**src/rtl/eth_egress_pkt_arb_pkg.sv**
```systemverilog
// Shared types and helpers for the 2:1 packet-atomic egress arbiter.
package eth_egress_pkt_arb_pkg;
  typedef enum logic [1:0] {IDLE, GRANT0, GRANT1} state_t;
  typedef logic port_t;

  localparam int RUN_W = 8;

  // Weights of 0 behave as 1; large weights clamp to the run counter range.
  function automatic logic [RUN_W-1:0] sat_weight(input int w);
    if (w < 1) return RUN_W'(1);
    if (w >= 2**RUN_W) return '1;
    return RUN_W'(w);
  endfunction
endpackage

```
**src/rtl/eth_egress_pkt_arb_if.sv**
```systemverilog
// AXI-Stream beat bundle used for both arbiter inputs and the merged output.
interface eth_egress_pkt_arb_if #(parameter int DATA_W = 64);
  logic [DATA_W-1:0]   tdata;
  logic [DATA_W/8-1:0] tkeep;
  logic                tlast;
  logic                tvalid;
  logic                tready;

  modport master(output tdata, tkeep, tlast, tvalid, input tready);
  modport slave (input tdata, tkeep, tlast, tvalid, output tready);
endinterface

```
**src/rtl/eth_egress_pkt_arb_axi_fifo_flop2.sv**
```systemverilog
// Two-entry flop FIFO used as the output skid stage; s_ready is purely registered.
module eth_egress_pkt_arb_axi_fifo_flop2 #(
  parameter int WIDTH = 73
) (
  input  logic             aclk,
  input  logic             aresetn,
  input  logic [WIDTH-1:0] s_data,
  input  logic             s_valid,
  output logic             s_ready,
  output logic [WIDTH-1:0] m_data,
  output logic             m_valid,
  input  logic             m_ready
);
  logic [WIDTH-1:0] d0, d1;
  logic [1:0]       cnt;
  logic             push, pop;

  assign m_data  = d0;
  assign m_valid = (cnt != 2'd0);
  assign s_ready = (cnt != 2'd2);
  assign push    = s_valid & s_ready;
  assign pop     = m_valid & m_ready;

  always_ff @(posedge aclk or negedge aresetn) begin
    if (!aresetn) begin
      cnt <= 2'd0;
      d0  <= '0;
      d1  <= '0;
    end else begin
      case (cnt)
        2'd0: if (push) begin
          d0  <= s_data;
          cnt <= 2'd1;
        end
        2'd1: begin
          if (push && pop) d0 <= s_data;
          else if (push) begin
            d1  <= s_data;
            cnt <= 2'd2;
          end else if (pop) cnt <= 2'd0;
        end
        2'd2: if (pop) begin
          d0  <= d1;
          cnt <= 2'd1;
        end
        default: cnt <= 2'd0;
      endcase
    end
  end
endmodule

```
**src/rtl/eth_egress_pkt_arb.sv**
```systemverilog
// Packet-atomic weighted round-robin 2:1 AXI-Stream arbiter with pause and packet counters.
module eth_egress_pkt_arb
  import eth_egress_pkt_arb_pkg::*;
#(
  parameter int DATA_W  = 64,
  parameter int WEIGHT0 = 4,
  parameter int WEIGHT1 = 1,
  parameter int CNT_W   = 32
) (
  input  logic             aclk,
  input  logic             aresetn,
  input  logic             pause_req,
  eth_egress_pkt_arb_if.slave  s0,
  eth_egress_pkt_arb_if.slave  s1,
  eth_egress_pkt_arb_if.master m,
  output logic [CNT_W-1:0] pkt_cnt0,
  output logic [CNT_W-1:0] pkt_cnt1,
  output logic             busy
);
  localparam int BEAT_W = DATA_W + DATA_W/8 + 1;
  localparam logic [RUN_W-1:0] W0 = sat_weight(WEIGHT0);
  localparam logic [RUN_W-1:0] W1 = sat_weight(WEIGHT1);

  state_t           state;
  port_t            last_port, pick;
  logic [RUN_W-1:0] run_cnt, cur_w;
  logic             any_req, eop;
  logic             st_valid, st_ready, out_valid;
  logic [BEAT_W-1:0] st_data, out_data;

  assign s0.tready = (state == GRANT0) & st_ready;
  assign s1.tready = (state == GRANT1) & st_ready;

  always_comb begin
    st_valid = 1'b0;
    st_data  = '0;
    case (state)
      GRANT0: begin
        st_valid = s0.tvalid;
        st_data  = {s0.tdata, s0.tkeep, s0.tlast};
      end
      GRANT1: begin
        st_valid = s1.tvalid;
        st_data  = {s1.tdata, s1.tkeep, s1.tlast};
      end
      default: ;
    endcase
  end

  assign eop     = st_valid & st_ready & st_data[0];
  assign any_req = s0.tvalid | s1.tvalid;
  assign cur_w   = last_port ? W1 : W0;

  // Stick with the last winner until it has used its weight, but only if the other side waits.
  always_comb begin
    pick = last_port;
    if (s0.tvalid && s1.tvalid) pick = (run_cnt < cur_w) ? last_port : ~last_port;
    else if (s0.tvalid)         pick = 1'b0;
    else if (s1.tvalid)         pick = 1'b1;
  end

  always_ff @(posedge aclk or negedge aresetn) begin
    if (!aresetn) begin
      state     <= IDLE;
      busy      <= 1'b0;
      last_port <= 1'b1;
      run_cnt   <= '0;
      pkt_cnt0  <= '0;
      pkt_cnt1  <= '0;
    end else begin
      case (state)
        IDLE: if (!pause_req && any_req) begin
          state     <= pick ? GRANT1 : GRANT0;
          busy      <= 1'b1;
          last_port <= pick;
          if (pick == last_port) run_cnt <= (run_cnt == '1) ? run_cnt : run_cnt + 1'b1;
          else                   run_cnt <= RUN_W'(1);
        end
        GRANT0: if (eop) begin
          state    <= IDLE;
          busy     <= 1'b0;
          pkt_cnt0 <= pkt_cnt0 + 1'b1;
        end
        GRANT1: if (eop) begin
          state    <= IDLE;
          busy     <= 1'b0;
          pkt_cnt1 <= pkt_cnt1 + 1'b1;
        end
        default: begin
          state <= IDLE;
          busy  <= 1'b0;
        end
      endcase
    end
  end

  eth_egress_pkt_arb_axi_fifo_flop2 #(.WIDTH(BEAT_W)) u_skid (
    .aclk    (aclk),
    .aresetn (aresetn),
    .s_data  (st_data),
    .s_valid (st_valid),
    .s_ready (st_ready),
    .m_data  (out_data),
    .m_valid (out_valid),
    .m_ready (m.tready)
  );

  assign {m.tdata, m.tkeep, m.tlast} = out_data;
  assign m.tvalid = out_valid;
endmodule
```
**src/flat_wrapper.sv**
```systemverilog
// flat-port wrapper written by rule: the top's interface ports become plain ports
module eth_egress_pkt_arb_flat import eth_egress_pkt_arb_pkg::*;
#(
  parameter int DATA_W  = 64,
  parameter int WEIGHT0 = 4,
  parameter int WEIGHT1 = 1,
  parameter int CNT_W   = 32
)
  (aclk, aresetn, pause_req, pkt_cnt0, pkt_cnt1, busy, s0_tdata, s0_tkeep, s0_tlast, s0_tvalid, s0_tready, s1_tdata, s1_tkeep, s1_tlast, s1_tvalid, s1_tready, m_tdata, m_tkeep, m_tlast, m_tvalid, m_tready);
  eth_egress_pkt_arb_if #(.DATA_W(DATA_W)) s0_i ();
  eth_egress_pkt_arb_if #(.DATA_W(DATA_W)) s1_i ();
  eth_egress_pkt_arb_if #(.DATA_W(DATA_W)) m_i ();
  input  logic aclk;
  input  logic aresetn;
  input  logic pause_req;
  output logic [CNT_W-1:0] pkt_cnt0;
  output logic [CNT_W-1:0] pkt_cnt1;
  output logic busy;
  input wire logic [$bits(s0_i.tdata)-1:0] s0_tdata;
  input wire logic [$bits(s0_i.tkeep)-1:0] s0_tkeep;
  input wire logic [$bits(s0_i.tlast)-1:0] s0_tlast;
  input wire logic [$bits(s0_i.tvalid)-1:0] s0_tvalid;
  output wire logic [$bits(s0_i.tready)-1:0] s0_tready;
  input wire logic [$bits(s1_i.tdata)-1:0] s1_tdata;
  input wire logic [$bits(s1_i.tkeep)-1:0] s1_tkeep;
  input wire logic [$bits(s1_i.tlast)-1:0] s1_tlast;
  input wire logic [$bits(s1_i.tvalid)-1:0] s1_tvalid;
  output wire logic [$bits(s1_i.tready)-1:0] s1_tready;
  output wire logic [$bits(m_i.tdata)-1:0] m_tdata;
  output wire logic [$bits(m_i.tkeep)-1:0] m_tkeep;
  output wire logic [$bits(m_i.tlast)-1:0] m_tlast;
  output wire logic [$bits(m_i.tvalid)-1:0] m_tvalid;
  input wire logic [$bits(m_i.tready)-1:0] m_tready;
  assign s0_i.tdata = s0_tdata;
  assign s0_i.tkeep = s0_tkeep;
  assign s0_i.tlast = s0_tlast;
  assign s0_i.tvalid = s0_tvalid;
  assign s0_tready = s0_i.tready;
  assign s1_i.tdata = s1_tdata;
  assign s1_i.tkeep = s1_tkeep;
  assign s1_i.tlast = s1_tlast;
  assign s1_i.tvalid = s1_tvalid;
  assign s1_tready = s1_i.tready;
  assign m_tdata = m_i.tdata;
  assign m_tkeep = m_i.tkeep;
  assign m_tlast = m_i.tlast;
  assign m_tvalid = m_i.tvalid;
  assign m_i.tready = m_tready;
  eth_egress_pkt_arb #(.DATA_W(DATA_W), .WEIGHT0(WEIGHT0), .WEIGHT1(WEIGHT1), .CNT_W(CNT_W)) u_core (.aclk(aclk), .aresetn(aresetn), .pause_req(pause_req), .s0(s0_i), .s1(s1_i), .m(m_i), .pkt_cnt0(pkt_cnt0), .pkt_cnt1(pkt_cnt1), .busy(busy));
endmodule
```
**config.mk**
```make
export PLATFORM = sky130hd
export DESIGN_NAME = eth_egress_pkt_arb_flat
export DESIGN_NICKNAME = d
export VERILOG_FILES = /design/src/rtl/eth_egress_pkt_arb_pkg.sv /design/src/rtl/eth_egress_pkt_arb_if.sv /design/src/rtl/eth_egress_pkt_arb_axi_fifo_flop2.sv /design/src/rtl/eth_egress_pkt_arb.sv /design/src/flat_wrapper.sv
export SDC_FILE = /design/constraint.sdc
export NUM_CORES = 1
export LEC_CHECK = 0
export BUFFER_PORTS_ARGS = -buffer_cell sky130_fd_sc_hd__buf_2
export CELL_PAD_IN_SITES_DETAIL_PLACEMENT = 1
export CELL_PAD_IN_SITES_GLOBAL_PLACEMENT = 1
export CORE_ASPECT_RATIO = 1.75
export CORE_MARGIN = 4
export CORE_UTILIZATION = 42
export CTS_CLUSTER_DIAMETER = 40
export DETAILED_ROUTE_END_ITERATION = 10
export PLACE_DENSITY_LB_ADDON = 0.1
export SLEW_MARGIN = 0
export SYNTH_ARGS = -nofsm -noshare
export SYNTH_HDL_FRONTEND = slang
export SYNTH_SLANG_ARGS = --single-unit
export TNS_END_PERCENT = 100
```
**constraint.sdc**
```tcl
create_clock -name aclk -period 6.9 [get_ports aclk]
set_input_delay 0 -clock aclk [delete_from_list [all_inputs] [get_ports aclk]]
set_output_delay 0 -clock aclk [all_outputs]
set_load 0.01 [all_outputs]
```
# --- Word-level counts from Yosys, hierarchy flattened ---
# Cells that the tools add are included.
totals:
  register_bits: 224
classes:
  addsub: 3
  n_lt_le_gt_ge: 1
  n_eq_ne: 15
  n_mux: 26
  n_bitwise: 8
  n_reduce_logical: 17
ops:
  columns: ["cell", "count"]
  rows:
  - ["two-way mux 73 bit", 3]
  - ["case mux 73 bit (3 select lines)", 1]
  - ["case mux 73 bit (2 select lines)", 1]
  - ["adder 32 x 1 -> 32 bit, second input constant", 2]
  - ["two-way mux 2 bit", 8]
  - ["two-way mux 8 bit", 2]
  - ["!= test 2 bit, second input constant", 6]
  - ["adder 8 x 1 -> 8 bit, second input constant", 1]
  - ["equality test 8 bit, second input constant", 1]
  - ["< comparator 8 bit", 1]
  - ["AND reduction 2 bit", 4]
  - ["AND reduction 4 bit", 2]
  - ["two-way mux 1 bit", 6]
  - ["case mux 2 bit (3 select lines)", 1]
  - ["AND reduction 3 bit", 2]
  - ["bitwise AND 1 bit", 5]
  - ["equality test 2 x 1 -> 1 bit, second input constant", 2]
  - ["equality test 2 bit, second input constant", 2]
  - ["logical NOT 2 bit", 2]
  - ["!= test 2 x 1 -> 1 bit, second input constant", 2]
  - ["case mux 1 bit (2 select lines)", 2]
  - ["case mux 2 bit (2 select lines)", 1]
  - ["logical AND 1 bit", 3]
  - ["two-way mux 3 bit", 1]
  - ["8 further kinds", 9]

# --- Logic depth before layout (Yosys ltp) ---
logic_depth:
  word_depth: 7
  ltp_mapped: 10
  mapped_depth_nobuf: 7

# --- By module ---
# Synthesis repeated with hierarchy kept, for this count alone.
unflattened:
  cells_unflattened: 908
  area_unflattened_um2: 11646.2
modules_own_cells:
  columns: ["module", "instances", "cells_per_inst", "area_per_inst_um2", "seq_area_each_um2"]
  rows:
  - ["eth_egress_pkt_arb_axi_fifo_flop2", 1, 404, 6881.6, 3703.6]
  - ["eth_egress_pkt_arb", 1, 504, 4764.6, 1903.1]

# --- Worst setup path after synthesis ---
# Ideal clock, no wire load.
synth_timing:
  kind: "reg2reg"
  start: "reg u_core.state[0]"
  end: "reg u_core.pkt_cnt0[28]"
  t_arrival_ns: 2.070
  t_required_ns: 6.774
  path_slack_ns: 4.704
  stages_incl_launch_ff: 8
  path_buffers: 0
  synth_period_minus_slack_ns: 2.196
  path_cell_list: "dfrtp_1 inv_1 ha_1 and3_1 nand3_1 or2_2 or4_4 xnor2_2"
synth_between:
  elab_chain_len: 5
synth_lines:
  columns: ["item", "line_no", "source"]
  rows:
  - ["start: declaration", "eth_egress_pkt_arb.sv:24", "state_t state;"]
  - ["start signal: assignment", "eth_egress_pkt_arb.sv:73", "state <= pick ? GRANT1 : GRANT0;"]
  - ["equality test 2 bit or equality test 2 x 1 -> 1 bit (tied branches)", "eth_egress_pkt_arb.sv:37, eth_egress_pkt_arb.sv:71", null]
  - ["case mux 1 bit (2 select lines)", "eth_egress_pkt_arb.sv:37", "case (state)"]
  - ["bitwise AND 1 bit (2 in series)", "eth_egress_pkt_arb.sv:50", "assign eop = st_valid & st_ready & st_data[0];"]
  - ["AND reduction 2 bit (no source line) *", null, null]
  - ["end signal: assignment", "eth_egress_pkt_arb.sv:82", "pkt_cnt0 <= pkt_cnt0 + 1'b1;"]
  - ["end: declaration", "eth_egress_pkt_arb.sv:16", "output logic [CNT_W-1:0] pkt_cnt0,"]
# Mark *: on every way between the ends. The rest lies on a longest branch, timed or not.
# A chain may end at the register's enable or synchronous reset.

# --- Worst setup path after layout ---
layout_timing:
  start: "reg u_core.state[1]"
  end: "reg u_core.pkt_cnt1[24]"
layout_between:
  elab_chain_len: 5
layout_lines:
  columns: ["item", "line_no", "source"]
  rows:
  - ["equality test 2 bit or equality test 2 x 1 -> 1 bit (tied branches)", "eth_egress_pkt_arb.sv:37, eth_egress_pkt_arb.sv:71", null]
  - ["case mux 1 bit (2 select lines)", "eth_egress_pkt_arb.sv:37", null]
  - ["bitwise AND 1 bit (2 in series)", "eth_egress_pkt_arb.sv:50", null]
  - ["AND reduction 2 bit (no source line) *", null, null]
  - ["end signal: assignment", "eth_egress_pkt_arb.sv:87", "pkt_cnt1 <= pkt_cnt1 + 1'b1;"]
  - ["end: declaration", "eth_egress_pkt_arb.sv:17", "output logic [CNT_W-1:0] pkt_cnt1,"]
# Marks and branches as above.

==> reports/results.ini <==
[final_layout]
final_common_cell=buf_2
fill_cells=2772
syn2layout_area_growth_pct=41.0
nets=1667
drive_above_1_share=0.247
antenna-diode-count=0
layout.area.seq_um2=5610
final_cell_area_um2=14500
multi_input_area_um2=4370
final_cell_mix=buf_2, nor2_1, a21oi_1, dfrtp_1, dlygate4sd3_1

[floorplan]
die_y_um=215
die_x_um=126
ios=293
fp.dieArea_um2=27100
initial_utilization=0.428
core_um2=24000
rows=75

[synthesis]
synthesis.area_um2=10300
yosys_register_bits=224
synth_cell_type_count=52
synth_edf_count=0
synth_warnings=0
synth_ff_type=dfrtp_1
synth_compound_gate_area_share=0.182
synth_nets=1255
synth_top_family_by_area=compound AO/OA/AOI/OAI gates
synthMuxAreaShare=0.00316
synthAdderAreaFrac=0.00852
yosys.area_share.simple=0.171
synth-xor-area-share=0.0561
yosysSeqAreaShare=0.545
netlist_instances=1096
postSynth.asyncResetShare=1.00
syn_area_per_cell_um2=9.38

[routing]
drt_wl_total_mm=36.0
ant_nets=0
wl_per_cell_um=19.6
vias_per_cell=5.45
drt_iter0_drc=432
drc=0
vias=10000
drtPass1Iterations=4

[timing]
fin_setup_tns_ns=0
final_hold_viol_count=0
worst_slew_pin_slew_ns=1.08
drv_slew=0
rsz0062_at_grt=no
finClkSkew_ns=0.0270
setup_viol=0
hold_slack_ns=0.0204
period_minus_slack_ns=3.82
post-route-period-util=0.554
max_freq_mhz=262
max_slew_margin=0.282

[worst_setup_path]
crit_fanout=51
endpoint_kind=register
reg2reg_depth=8
r2r-start=u_core.state[1]
cp-start-kind=register
required_ns=7.36
cp.arrival_ns=4.29
reg2reg_to=u_core.pkt_cnt1[24]
worstSetupPathType=register to register
r2r_setup_slack_ns=3.08

[cts]
path_clk_slew_ns=0.07
clock_sinks=224
tritoncts=done
clockBufferDepth=3
clock_tree.root_cell=clkbuf_16
post-cts-setup-buffers=0
clock_latency_ns=0.56
cts_resized=0
numCtsBuffers=29
hold_buffers=152
htree_levels=1

[global_route]
grt_overflow=0
grt_use_total=0.262
grt_pass1_wl_mm=58.5
grt_pass1_vias=11300
antenna_found_initial=0
grt_max_degree=82

[worst_hold_path]
hold_depth=5
hp-start=s1_tdata[60]
worstHoldEndpoint=u_core.u_skid.m_data[69]
hold_class=primary input to register

[place]
routabilityCongestion=0.784
portBuffers=292
place_hpwl_mm=21.1
placed_area_um2=12000

[power_and_ir_drop]
powerDensity_nw_per_um2=389
leakage_nw=6.58
peakVddDrop_mv=0.208

[job]
drv_cap=0

[outcome]
outcome=finished clean

-- synthesized netlist by cell type (all sizes together), types with 13 or more instances --
cell      n  area share
nand3    28       0.014
a22oi    74       0.054
nor2    239       0.087
a21oi   227        0.11
xor2     25       0.021
buf      16      0.0075
nand2    33       0.012
xnor2    40       0.035
dfrtp   223        0.54
nor3     19      0.0097
clkbuf   57       0.021
inv      13      0.0047
and3     14      0.0085
-- registers in the layout (all words and copies together), names as in the netlist --
signal,count
u_core.run_cnt,8
u_core.u_skid.cnt,2
u_core.busy,1
u_core.pkt_cnt1,32
u_core.pkt_cnt0,32
u_core.u_skid.m_data,73
u_core.state,2
u_core.last_port,1
u_core.u_skid.d1,73
-- worst max-delay path, cell delays in order, from the launching register on --
cell	delay [ns]
dfrtp_1	0.40
inv_1	0.09
ha_2	0.88
buf_4	0.49
nand2_1	0.10
o211a_1	0.49
or3_1	0.64
nor4_1	0.39
xor2_1	0.19
-- report_power, final --
group	switching (mW)	total (mW)	internal [mW]
clock	0.650	1.58	0.935
sequential	0.300	2.08	1.78
combinational	1.17	1.98	0.812
total	2.12	5.64	3.52
-- worst max path at each step --
| stage | from | slack (ns) | cells after the start | endpoint |
|---|---|---|---|---|
| 2_1_floorplan | u_core.state[0] | 4.70 | 7 | u_core.pkt_cnt0[28] |
| 3_3_place_gp | u_core.state[1] | 3.27 | 8 | u_core.pkt_cnt1[19] |
| 3_5_place_dp | u_core.state[1] | 3.12 | 8 | u_core.pkt_cnt1[24] |
| 4_1_cts | u_core.state[1] | 3.04 | 8 | u_core.pkt_cnt1[24] |
| 5_1_grt | u_core.state[1] | 2.78 | 8 | u_core.u_skid.m_data[39] |
| 6_report | u_core.state[1] | 3.08 | 8 | u_core.pkt_cnt1[24] |
-- through the flow --
stage,power [mW],setup WS (ns),std cells,utilization
3_5_place_dp,3.80,3.12,1633,0.498
6_report,5.64,3.08,1839,0.603
5_1_grt,6.00,2.78,1839,0.603
3_3_place_gp,3.71,3.27,1633,0.498
2_1_floorplan,3.08,4.70,1096,-
4_1_cts,5.63,3.04,1839,0.603
-- metal layers --
metal | vias to the layer above | wire (µm) | GRT usage
met4 | 0 | 1490 | 0.107
met2 | 283 | 19400 | 0.487
met1 | 4977 | 13400 | 0.293
li1 | 4665 | - | -
met5 | - | 0 | 0
met3 | 94 | 1730 | 0.0437
-- cells by family (layout without fill, tap and decap cells) --
| group | count (synthesis) | after routing |
|---|---|---|
| AND/OR/NAND/NOR | 385 | 385 |
| AO/OA/AOI/OAI | 326 | 326 |
| flip-flops | 224 | 224 |
| buffers and inverters | 86 | 521 |
| XOR/XNOR | 65 | 65 |
| adder cells (fa/ha/maj) | 7 | 7 |
| multiplexers | 3 | 3 |
-- area by class of cell --
class                   count  area share
inverters                  13     0.00337
clock buffers              33      0.0532
well taps                 308      0.0266
clock inverters            21      0.0168
flip-flops and latches    224       0.387
repair buffers            454       0.212
multi-input cells         786       0.302
Power figures use the tool's default switching activity.
